===== config.mk =====
export PLATFORM = sky130hd
export DESIGN_NAME = led_pwm_driver
export DESIGN_NICKNAME = d
export VERILOG_FILES = /design/src/rtl/led_pwm_pkg.sv /design/src/rtl/clock_enable_divider.sv /design/src/rtl/led_pwm_channel.sv /design/src/rtl/led_pwm_driver.sv
export SDC_FILE = /design/constraint.sdc
export NUM_CORES = 1
export LEC_CHECK = 0
export CORE_UTILIZATION = 25
export DETAILED_ROUTE_END_ITERATION = 16
export HOLD_SLACK_MARGIN = 0.06
export MAX_ROUTING_LAYER = met4
export SYNTH_ARGS = -nofsm -noshare
export SYNTH_HDL_FRONTEND = slang
export SYNTH_SLANG_ARGS = --single-unit

===== constraint.sdc =====
create_clock -name i_clk -period 2.6 [get_ports i_clk]
set_input_delay 0.52 -clock i_clk [delete_from_list [all_inputs] [get_ports i_clk]]
set_output_delay 0.52 -clock i_clk [all_outputs]
set_load 0.01 [all_outputs]

===== src/rtl/led_pwm_pkg.sv =====
// led_pwm_pkg: shared widths, duty limits and lane unpacking for the LED PWM driver
package led_pwm_pkg;

    localparam int c_duty_bits = 8;
    localparam logic [c_duty_bits-1:0] c_duty_max = 8'd254;
    // Upper bound on the number of channels a driver can pack into one vector
    localparam int c_max_lanes = 64;
    localparam int c_lane_vec_bits = c_duty_bits * c_max_lanes;

    typedef logic [c_duty_bits-1:0] duty_t;

    // LED k lives at [8k+7:8k] of a packed value vector
    function automatic duty_t get_lane(input logic [c_lane_vec_bits-1:0] vec, input int unsigned k);
        return vec[c_duty_bits*k +: c_duty_bits];
    endfunction

endpackage


===== src/rtl/clock_enable_divider.sv =====
// clock_enable_divider: one-cycle clock enable every par_ce_divisor clocks
//   i_clk_mhz  clock
//   i_rst_mhz  synchronous active-high reset
//   o_ce_mhz   registered enable pulse; first pulse consumed par_ce_divisor edges after reset release
module clock_enable_divider #(
    parameter int par_ce_divisor = 2
) (
    input  logic i_clk_mhz,
    input  logic i_rst_mhz,
    output logic o_ce_mhz
);

    localparam int c_cnt_bits = (par_ce_divisor > 1) ? $clog2(par_ce_divisor) : 1;
    localparam logic [c_cnt_bits-1:0] c_last = c_cnt_bits'(par_ce_divisor - 1);

    logic [c_cnt_bits-1:0] s_cnt_q, s_cnt_d;
    logic s_ce_q, s_ce_d;

    always_comb begin
        s_ce_d  = (s_cnt_q == c_last);
        s_cnt_d = s_ce_d ? '0 : s_cnt_q + 1'b1;
    end

    always_ff @(posedge i_clk_mhz) begin
        if (i_rst_mhz) begin
            s_cnt_q <= '0;
            s_ce_q  <= 1'b0;
        end else begin
            s_cnt_q <= s_cnt_d;
            s_ce_q  <= s_ce_d;
        end
    end

    assign o_ce_mhz = s_ce_q;

endmodule


===== src/rtl/led_pwm_channel.sv =====
// led_pwm_channel: one PWM lane with a period-aligned shadow of its duty value
//   i_clk     clock
//   i_srst_n  synchronous active-low reset
//   i_duty    shared duty counter
//   i_load    period-start strobe; shadow captures i_value
//   i_value   requested duty for this lane
//   o_pwm     registered PWM output
module led_pwm_channel
    import led_pwm_pkg::*;
(
    input  logic  i_clk,
    input  logic  i_srst_n,
    input  duty_t i_duty,
    input  logic  i_load,
    input  duty_t i_value,
    output logic  o_pwm
);

    duty_t s_shadow_q, s_shadow_d;
    logic s_pwm_q, s_pwm_d;

    always_comb begin
        s_shadow_d = i_load ? i_value : s_shadow_q;
        s_pwm_d    = (i_duty < s_shadow_q);
    end

    always_ff @(posedge i_clk) begin
        if (!i_srst_n) begin
            s_shadow_q <= '0;
            s_pwm_q    <= 1'b0;
        end else begin
            s_shadow_q <= s_shadow_d;
            s_pwm_q    <= s_pwm_d;
        end
    end

    assign o_pwm = s_pwm_q;

endmodule


===== src/rtl/led_pwm_driver.sv =====
// led_pwm_driver: PWM drive for N RGB LEDs and M basic LEDs from 8-bit palette values
//   i_clk, i_srst_n                 clock, synchronous active-low reset
//   i_color_led_{red,green,blue}_value  8*N duty values, LED k at [8k+7:8k]
//   i_basic_led_lumin_value         8*M duty values, same packing
//   o_color_led_{red,green,blue}    N PWM outputs, bit k = LED k
//   o_basic_led                     M PWM outputs
//   o_period_strobe                 one-cycle pulse after each period start
module led_pwm_driver
    import led_pwm_pkg::*;
#(
    parameter int parm_color_led_count = 4,
    parameter int parm_basic_led_count = 4,
    parameter int parm_FCLK            = 40_000_000,
    parameter int parm_pwm_freq_hz     = 5_000
) (
    input  logic                              i_clk,
    input  logic                              i_srst_n,
    input  logic [8*parm_color_led_count-1:0] i_color_led_red_value,
    input  logic [8*parm_color_led_count-1:0] i_color_led_green_value,
    input  logic [8*parm_color_led_count-1:0] i_color_led_blue_value,
    input  logic [8*parm_basic_led_count-1:0] i_basic_led_lumin_value,
    output logic [parm_color_led_count-1:0]   o_color_led_red,
    output logic [parm_color_led_count-1:0]   o_color_led_green,
    output logic [parm_color_led_count-1:0]   o_color_led_blue,
    output logic [parm_basic_led_count-1:0]   o_basic_led,
    output logic                              o_period_strobe
);

    localparam int c_step_divisor = parm_FCLK / (parm_pwm_freq_hz * 255);
    localparam int c_n            = parm_color_led_count;
    localparam int c_m            = parm_basic_led_count;
    localparam int c_lanes        = 3 * c_n + c_m;
    localparam int c_vec_bits     = c_duty_bits * c_lanes;

    logic s_step_ce;
    logic s_period_start;
    duty_t s_duty_q, s_duty_d;
    logic s_strobe_q, s_strobe_d;
    logic [c_vec_bits-1:0] s_values;
    logic [c_lane_vec_bits-1:0] s_values_pad;
    logic [c_lanes-1:0] s_pwm;

    clock_enable_divider #(
        .par_ce_divisor(c_step_divisor)
    ) u_step_div (
        .i_clk_mhz(i_clk),
        .i_rst_mhz(~i_srst_n),
        .o_ce_mhz (s_step_ce)
    );

    // Duty counter runs 0..254 so that 255 is never reached and a value of 255 stays high
    always_comb begin
        s_period_start = s_step_ce && (s_duty_q == c_duty_max);
        s_duty_d       = s_period_start ? '0 : (s_step_ce ? s_duty_q + 1'b1 : s_duty_q);
        s_strobe_d     = s_period_start;
    end

    always_ff @(posedge i_clk) begin
        if (!i_srst_n) begin
            s_duty_q   <= '0;
            s_strobe_q <= 1'b0;
        end else begin
            s_duty_q   <= s_duty_d;
            s_strobe_q <= s_strobe_d;
        end
    end

    // Lanes ordered red, green, blue, basic from the LSB up
    assign s_values     = {i_basic_led_lumin_value, i_color_led_blue_value,
                           i_color_led_green_value, i_color_led_red_value};
    assign s_values_pad = c_lane_vec_bits'(s_values);

    for (genvar g = 0; g < c_lanes; g++) begin : g_lane
        led_pwm_channel u_ch (
            .i_clk   (i_clk),
            .i_srst_n(i_srst_n),
            .i_duty  (s_duty_q),
            .i_load  (s_period_start),
            .i_value (get_lane(s_values_pad, g)),
            .o_pwm   (s_pwm[g])
        );
    end

    assign o_color_led_red   = s_pwm[c_n-1:0];
    assign o_color_led_green = s_pwm[2*c_n-1:c_n];
    assign o_color_led_blue  = s_pwm[3*c_n-1:2*c_n];
    assign o_basic_led       = s_pwm[c_lanes-1:3*c_n];
    assign o_period_strobe   = s_strobe_q;

endmodule


# After elaboration in Yosys (flattened, before gate mapping)
# Cells that the tools add are included.
# Widths: inputs -> output; s select.
op_classes:
  n_addsub: 2
  bitwise_logic: 1
  n_eq_ne: 2
  n_reduce_logical: 3
  order_cmp: 16
op_table:
  columns: ["op", "count"]
  rows:
  - ["$lt 8x8->1", 16]
  - ["$add 8x1->8 const B", 1]
  - ["$eq 8x8->1 const B", 1]
  - ["$add 5x1->5 const B", 1]
  - ["$eq 5x5->1 const B", 1]
  - ["$reduce_or 2->1", 2]
  - ["$logic_and 1x1->1", 1]
  - ["$not 1->1", 1]
word_totals:
  output_inout_bits: 17
  ff_bits: 159
  input_bits: 130

# Longest topological paths before layout
depth:
  word_depth: 3
  depth_mapped: 10

# Hierarchy
# From an unflattened synthesis, not the netlist that was laid out.
hier_totals:
  hier_cells: 904
  area_unflattened_um2: 8779.7
by_module_without_submodules:
  columns: ["mod", "area_each_um2", "cells_each", "n_inst", "seq_area_each_um2"]
  rows:
  - ["led_pwm_channel", 506.7, 52, 16, 180.2]
  - ["led_pwm_driver", 449.2, 50, 1, 180.2]
  - ["clock_enable_divider", 222.7, 22, 1, 120.1]

# Worst setup path before layout
# No wires, ideal clock.
synth_timing:
  path_type: "reg2reg"
  from: "register s_duty_q[1]"
  to: "register s_duty_q[5]"
  setup_time_ns: 0.119
  path_slack_ns: 0.773
  synth_period_minus_slack_ns: 1.827
  arrival_time_ns: 1.709
  stages_incl_launch_ff: 7
  cell_sequence: "dfxtp_1 ha_1 and4_1 buf_2 buf_2 a21oi_1 o221a_2"
synth_between:
  elab_chain_len: 3
synth_rtl:
  columns: ["element", "line_no", "rtl"]
  rows:
  - ["from (decl)", "led_pwm_driver.sv:37", "duty_t s_duty_q, s_duty_d;"]
  - ["from (signal assigned)", "led_pwm_driver.sv:63", "s_duty_q <= s_duty_d;"]
  - ["parallel branches: the longest is 3 deep, another holds $add 8x1->8", null, null]
# Several ways; the timed one is not identified.
# A chain may end at the register's enable or synchronous reset.

# Final worst setup path
layout_timing:
  from: "register s_duty_q[2]"
  to: "register g_lane[9].u_ch.s_pwm_q"
layout_between:
  elab_chain_len: 1
layout_rtl:
  columns: ["element", "line_no", "rtl"]
  rows:
  - ["$lt 8x8->1", "led_pwm_channel.sv:24", "s_pwm_d = (i_duty < s_shadow_q);"]
  - ["to (signal assigned)", "led_pwm_channel.sv:33", "s_pwm_q <= s_pwm_d;"]
  - ["to (decl)", "led_pwm_channel.sv:20", "logic s_pwm_q, s_pwm_d;"]
# Every way passes these cells.

==> tab_implementation.tex <==
\begin{tabular}{lr}
\hline
Metric & Value \\
\hline
\multicolumn{2}{l}{\textbf{Pwr}} \\
Switching power & around 1.3 mW \\
Internal power summed over all cells & 4.07 mW \\
Clock power frac & 46.6\% \\
Share of total power in sequential cells & $\sim$46\% \\
Proportion of power drawn by combinational gates & about 7.6\% \\
Power Dens Cells & 483 mW/mm\^{}2 \\
Reported leakage power & 3.65 nW \\
Maximum resistive drop on vdd & about 460 uV \\
Fraction of power spent switching nets & 24.7\% \\
\multicolumn{2}{l}{\textbf{Timing}} \\
Maximum clock frequency & 504 MHz \\
Final Hold Slack & between 400 and 500 ps \\
Number of pins with negative max-slew slack in the final report & 0 \\
Sum of negative setup slack & 0 ps \\
Worst max-slew margin expressed relative to the limit & around two fifths \\
Final worst path period share & 76.3\% \\
Actual slew at the worst max-slew pin & a little under 900 ps \\
Endpoints failing setup & 0 \\
Hold Vio Cnt, Final & 0 \\
Post-route clock skew & 13.4 ps \\
RSZ-0062 raised after global routing & no \\
Min Clock Period, post-route & 1980 ps \\
\multicolumn{2}{l}{\textbf{Drt}} \\
Average routed wire per standard cell & 16.0 um \\
Router iterations before antenna repair & 5 \\
DRC violations left & 0 \\
Drt total wl & 25.8 mm \\
Number of vias per cell after detailed routing & 4.78 \\
Initial detailed-routing violation count & 343 \\
Count of nets left with antenna violations after detail routing & 0 \\
Vias after detailed routing & 7,715 \\
\multicolumn{2}{l}{\textbf{Synthesis}} \\
Total standard cell area after synthesis & 0.00873 mm\^{}2 \\
Post-Syn Area per Cell & $\sim$8.4 um\^{}2 \\
Top post-synthesis cells by area & sky130\_fd\_sc\_hd\_\_dfxtp\_1, sky130\_fd\_sc\_hd\_\_ha\_1, sky130\_fd\_sc\_hd\_\_a21oi\_1, sky130\_fd\_sc\_hd\_\_o21ai\_0, sky130\_fd\_sc\_hd\_\_nand3\_1 \\
Share of flip-flops with an asynchronous set or reset after synthesis & 0\% \\
Number of distinct standard cells referenced by the synthesized netlist & 31 \\
Library cell occupying the most area in the post-synthesis netlist & sky130\_fd\_sc\_hd\_\_dfxtp\_1 \\
Yosys synthesis warning count & 0 \\
Post-synthesis sequential area ratio & 36.4\% \\
Count leader, synth & sky130\_fd\_sc\_hd\_\_dfxtp\_1 \\
Number of flops mapped to enable cells by yosys & 0 \\
Total of flip-flops plus latches after synthesis & 159 \\
Synth top cells by count & sky130\_fd\_sc\_hd\_\_dfxtp\_1, sky130\_fd\_sc\_hd\_\_a21oi\_1, sky130\_fd\_sc\_hd\_\_o21ai\_0 \\
Number of standard cells after synthesis & 1,040 \\
Most used flip-flop cell after synthesis & sky130\_fd\_sc\_hd\_\_dfxtp\_1 \\
Yosys top cell area share & 36.4\% \\
Total nets after synthesis & between 1k and 1.5k \\
\multicolumn{2}{l}{\textbf{GRT}} \\
Maximum number of pins on one net before global-route repair & 98 \\
Via count of the first global-routing pass & 7,753 \\
Antenna violations before repair & 5 \\
Aggregate global routing overflow & 0 \\
First-pass GRT wire length & 41.0 mm \\
GRT Overall Usage & 15.2\% \\
\multicolumn{2}{l}{\textbf{Floorplanning}} \\
Die footprint & 0.0357 mm\^{}2 \\
Die width & between 150 and 200 um \\
Std-Cell Rows & 68 \\
Number of top-level pins & 147 \\
CORE AREA & 0.0345 mm\^{}2 \\
Die span in y & 189 um \\
Effective utilization at floorplan & 25.3\% \\
\multicolumn{2}{l}{\textbf{CTS}} \\
Root Driver & sky130\_fd\_sc\_hd\_\_clkbuf\_16 \\
Cts hold-fix bufs & 0 \\
Buffer levels on the longest clock path & 2 \\
CTS sink cnt & $\sim$160 \\
Htree depth & 4 \\
Number of buffers added by the clock tree synthesis step & 17 \\
Number of setup buffers added after CTS & 0 \\
Clock transition at the registers of the reported paths & 70 ps \\
Clock insertion delay at the later pin of the skew report & between 400 and 500 ps \\
TritonCTS clock tree & built \\
Cts repair resizes & 0 \\
\multicolumn{2}{l}{\textbf{Setup path}} \\
Required time reported for the critical path endpoint & around 2900 ps \\
Worst path arrival time & 2280 ps \\
Setup CP Type & flop to flop \\
R2R Setup Slk & 620 ps \\
Critical path startpoint category & flop \\
Critical-path maximum fanout & 17 \\
Sort of element at the end of the critical path & flop \\
Depth of the most critical reg-to-reg path & 5 \\
\multicolumn{2}{l}{\textbf{Placement}} \\
Global placement routability congestion & 0.816 \\
Number of buffer cells added on primary ports & 146 \\
DP Cell Count & 1,576 \\
Post-detail-place hpwl & between 15 and 20 mm \\
\multicolumn{2}{l}{\textbf{Hold path}} \\
Worst hold path type & flop to flop \\
Worst hold stages & 1 \\
\multicolumn{2}{l}{\textbf{Outcome}} \\
Status & finished, final reports clean \\
\multicolumn{2}{l}{\textbf{Layout}} \\
Relative area change from synthesis to final layout & 28.0\% \\
Combined area of the multi-input logic cells & 0.00464 mm\^{}2 \\
Number of non-filler instances in the completed layout & 1,613 \\
Sequential cell area in the final layout & 0.00319 mm\^{}2 \\
Share of final-layout standard cells stronger than drive strength 1 & 6.94\% \\
Number of inserted filler cells in the final layout & roughly 3.6k \\
Final nets & 1,386 \\
\multicolumn{2}{l}{\textbf{Flow run}} \\
Max-capacitance violation count & 0 \\
\hline
\end{tabular}
==> cell type report <==
class	instances	area share (%)
Tap cell	455	5.09
Timing Repair Buffer	175	15.8
Clock buffer	17	3.80
Clock inverter	15	1.32
Multi-Input combinational cell	672	41.5
Antenna cell	5	0.112
Sequential cell	159	28.5
Inverter	115	3.88
==> cell families after synthesis <==
| logic type | Yosys count | share of synthesized area, % |
|---|---|---|
| AO/OA/AOI/OAI | 359 | 24.0 |
| XOR/XNOR | 7 | 0.702 |
| adder cells (fa/ha/maj) | 116 | 16.6 |
| buffers and inverters | 209 | 10.5 |
| flip-flops | 159 | 36.4 |
| AND/OR/NAND/NOR | 190 | 11.7 |
==> routing by layer <==
layer / global-route usage, % / up-vias / part of all wire [%]
met3: 4.10 / 23 / 5.5
met2: 24.0 / 186 / 46
li1: - / 3894 / -
met5: - / - / 0
met4: 3.41 / 0 / 1.1
met1: 19.2 / 3612 / 48
==> path summary, 6_finish.rpt <==
path                                                       start                                to
worst min register to register  u_step_div.s_cnt_q[0]$_SDFF_PP0_  u_step_div.s_cnt_q[0]$_SDFF_PP0_
worst max-delay path                    s_duty_q[2]$_SDFFE_PP0P_   g_lane[9].u_ch.o_pwm$_SDFF_PN0_
worst max register to register          s_duty_q[2]$_SDFFE_PP0P_   g_lane[9].u_ch.o_pwm$_SDFF_PN0_
worst min-delay path            u_step_div.s_cnt_q[0]$_SDFF_PP0_  u_step_div.s_cnt_q[0]$_SDFF_PP0_
==> power by group through the flow <==
stage	sequential [mW]	combinational [mW]	clock, mW
floorplan	2.52	0.149	0
global placement	2.53	0.402	0
detailed placement	2.53	0.408	0
CTS	2.47	0.411	2.57
global route	2.48	0.442	2.68
finish	2.47	0.408	2.52
==> critical path: stages (launching register included) <==
cell and delay, ps:
sky130_fd_sc_hd__dfxtp_2 700, sky130_fd_sc_hd__buf_4 240, sky130_fd_sc_hd__ha_1 230, sky130_fd_sc_hd__o211ai_1 80, sky130_fd_sc_hd__o21ai_0 120, sky130_fd_sc_hd__a2111oi_0 470
==> per-stage QoR <==
stage | total power [mW] | cell area, um^2 | worst slack, ps | utilization, %
after floorplan | 2.67 | 8730 | 773 | -
after global placement | 2.93 | 10600 | 564 | 30.8
after detailed placement | 2.94 | 10600 | 508 | 30.8
after CTS | 5.45 | 11200 | 571 | 32.4
after global routing | 5.60 | 11200 | 342 | 32.5
final | 5.40 | 11200 | 617 | 32.5
==> flip-flops by register name (all words and copies together) (netlist names) <==
| name | flops |
|---|---|
| g_lane.u_ch.s_shadow_q | 128 |
| g_lane.u_ch.o_pwm | 16 |
| s_duty_q | 8 |
| u_step_div.s_cnt_q | 5 |
| o_period_strobe | 1 |
| u_step_div.o_ce_mhz | 1 |
==> placed cells by master (no fill, tap or decap), types with 5 or more instances in the layout <==
cell and count:
sky130_fd_sc_hd__dfxtp_1 153, sky130_fd_sc_hd__a21oi_1 146, sky130_fd_sc_hd__clkdlybuf4s50_1 146, sky130_fd_sc_hd__o21ai_0 137, sky130_fd_sc_hd__nand3_1 133, sky130_fd_sc_hd__ha_1 116
sky130_fd_sc_hd__inv_1 114, sky130_fd_sc_hd__buf_4 22, sky130_fd_sc_hd__a211oi_1 17, sky130_fd_sc_hd__o211ai_1 17, sky130_fd_sc_hd__clkbuf_16 17, sky130_fd_sc_hd__o2111a_1 16
sky130_fd_sc_hd__nor3b_1 16, sky130_fd_sc_hd__nor2b_1 16, sky130_fd_sc_hd__nor2_1 11, sky130_fd_sc_hd__inv_6 9, sky130_fd_sc_hd__o21ai_1 8, sky130_fd_sc_hd__a2111oi_2 8
sky130_fd_sc_hd__a2111oi_0 8, sky130_fd_sc_hd__buf_12 7, sky130_fd_sc_hd__dfxtp_2 6, sky130_fd_sc_hd__diode_2 5
(Power assumes the default switching activity.)
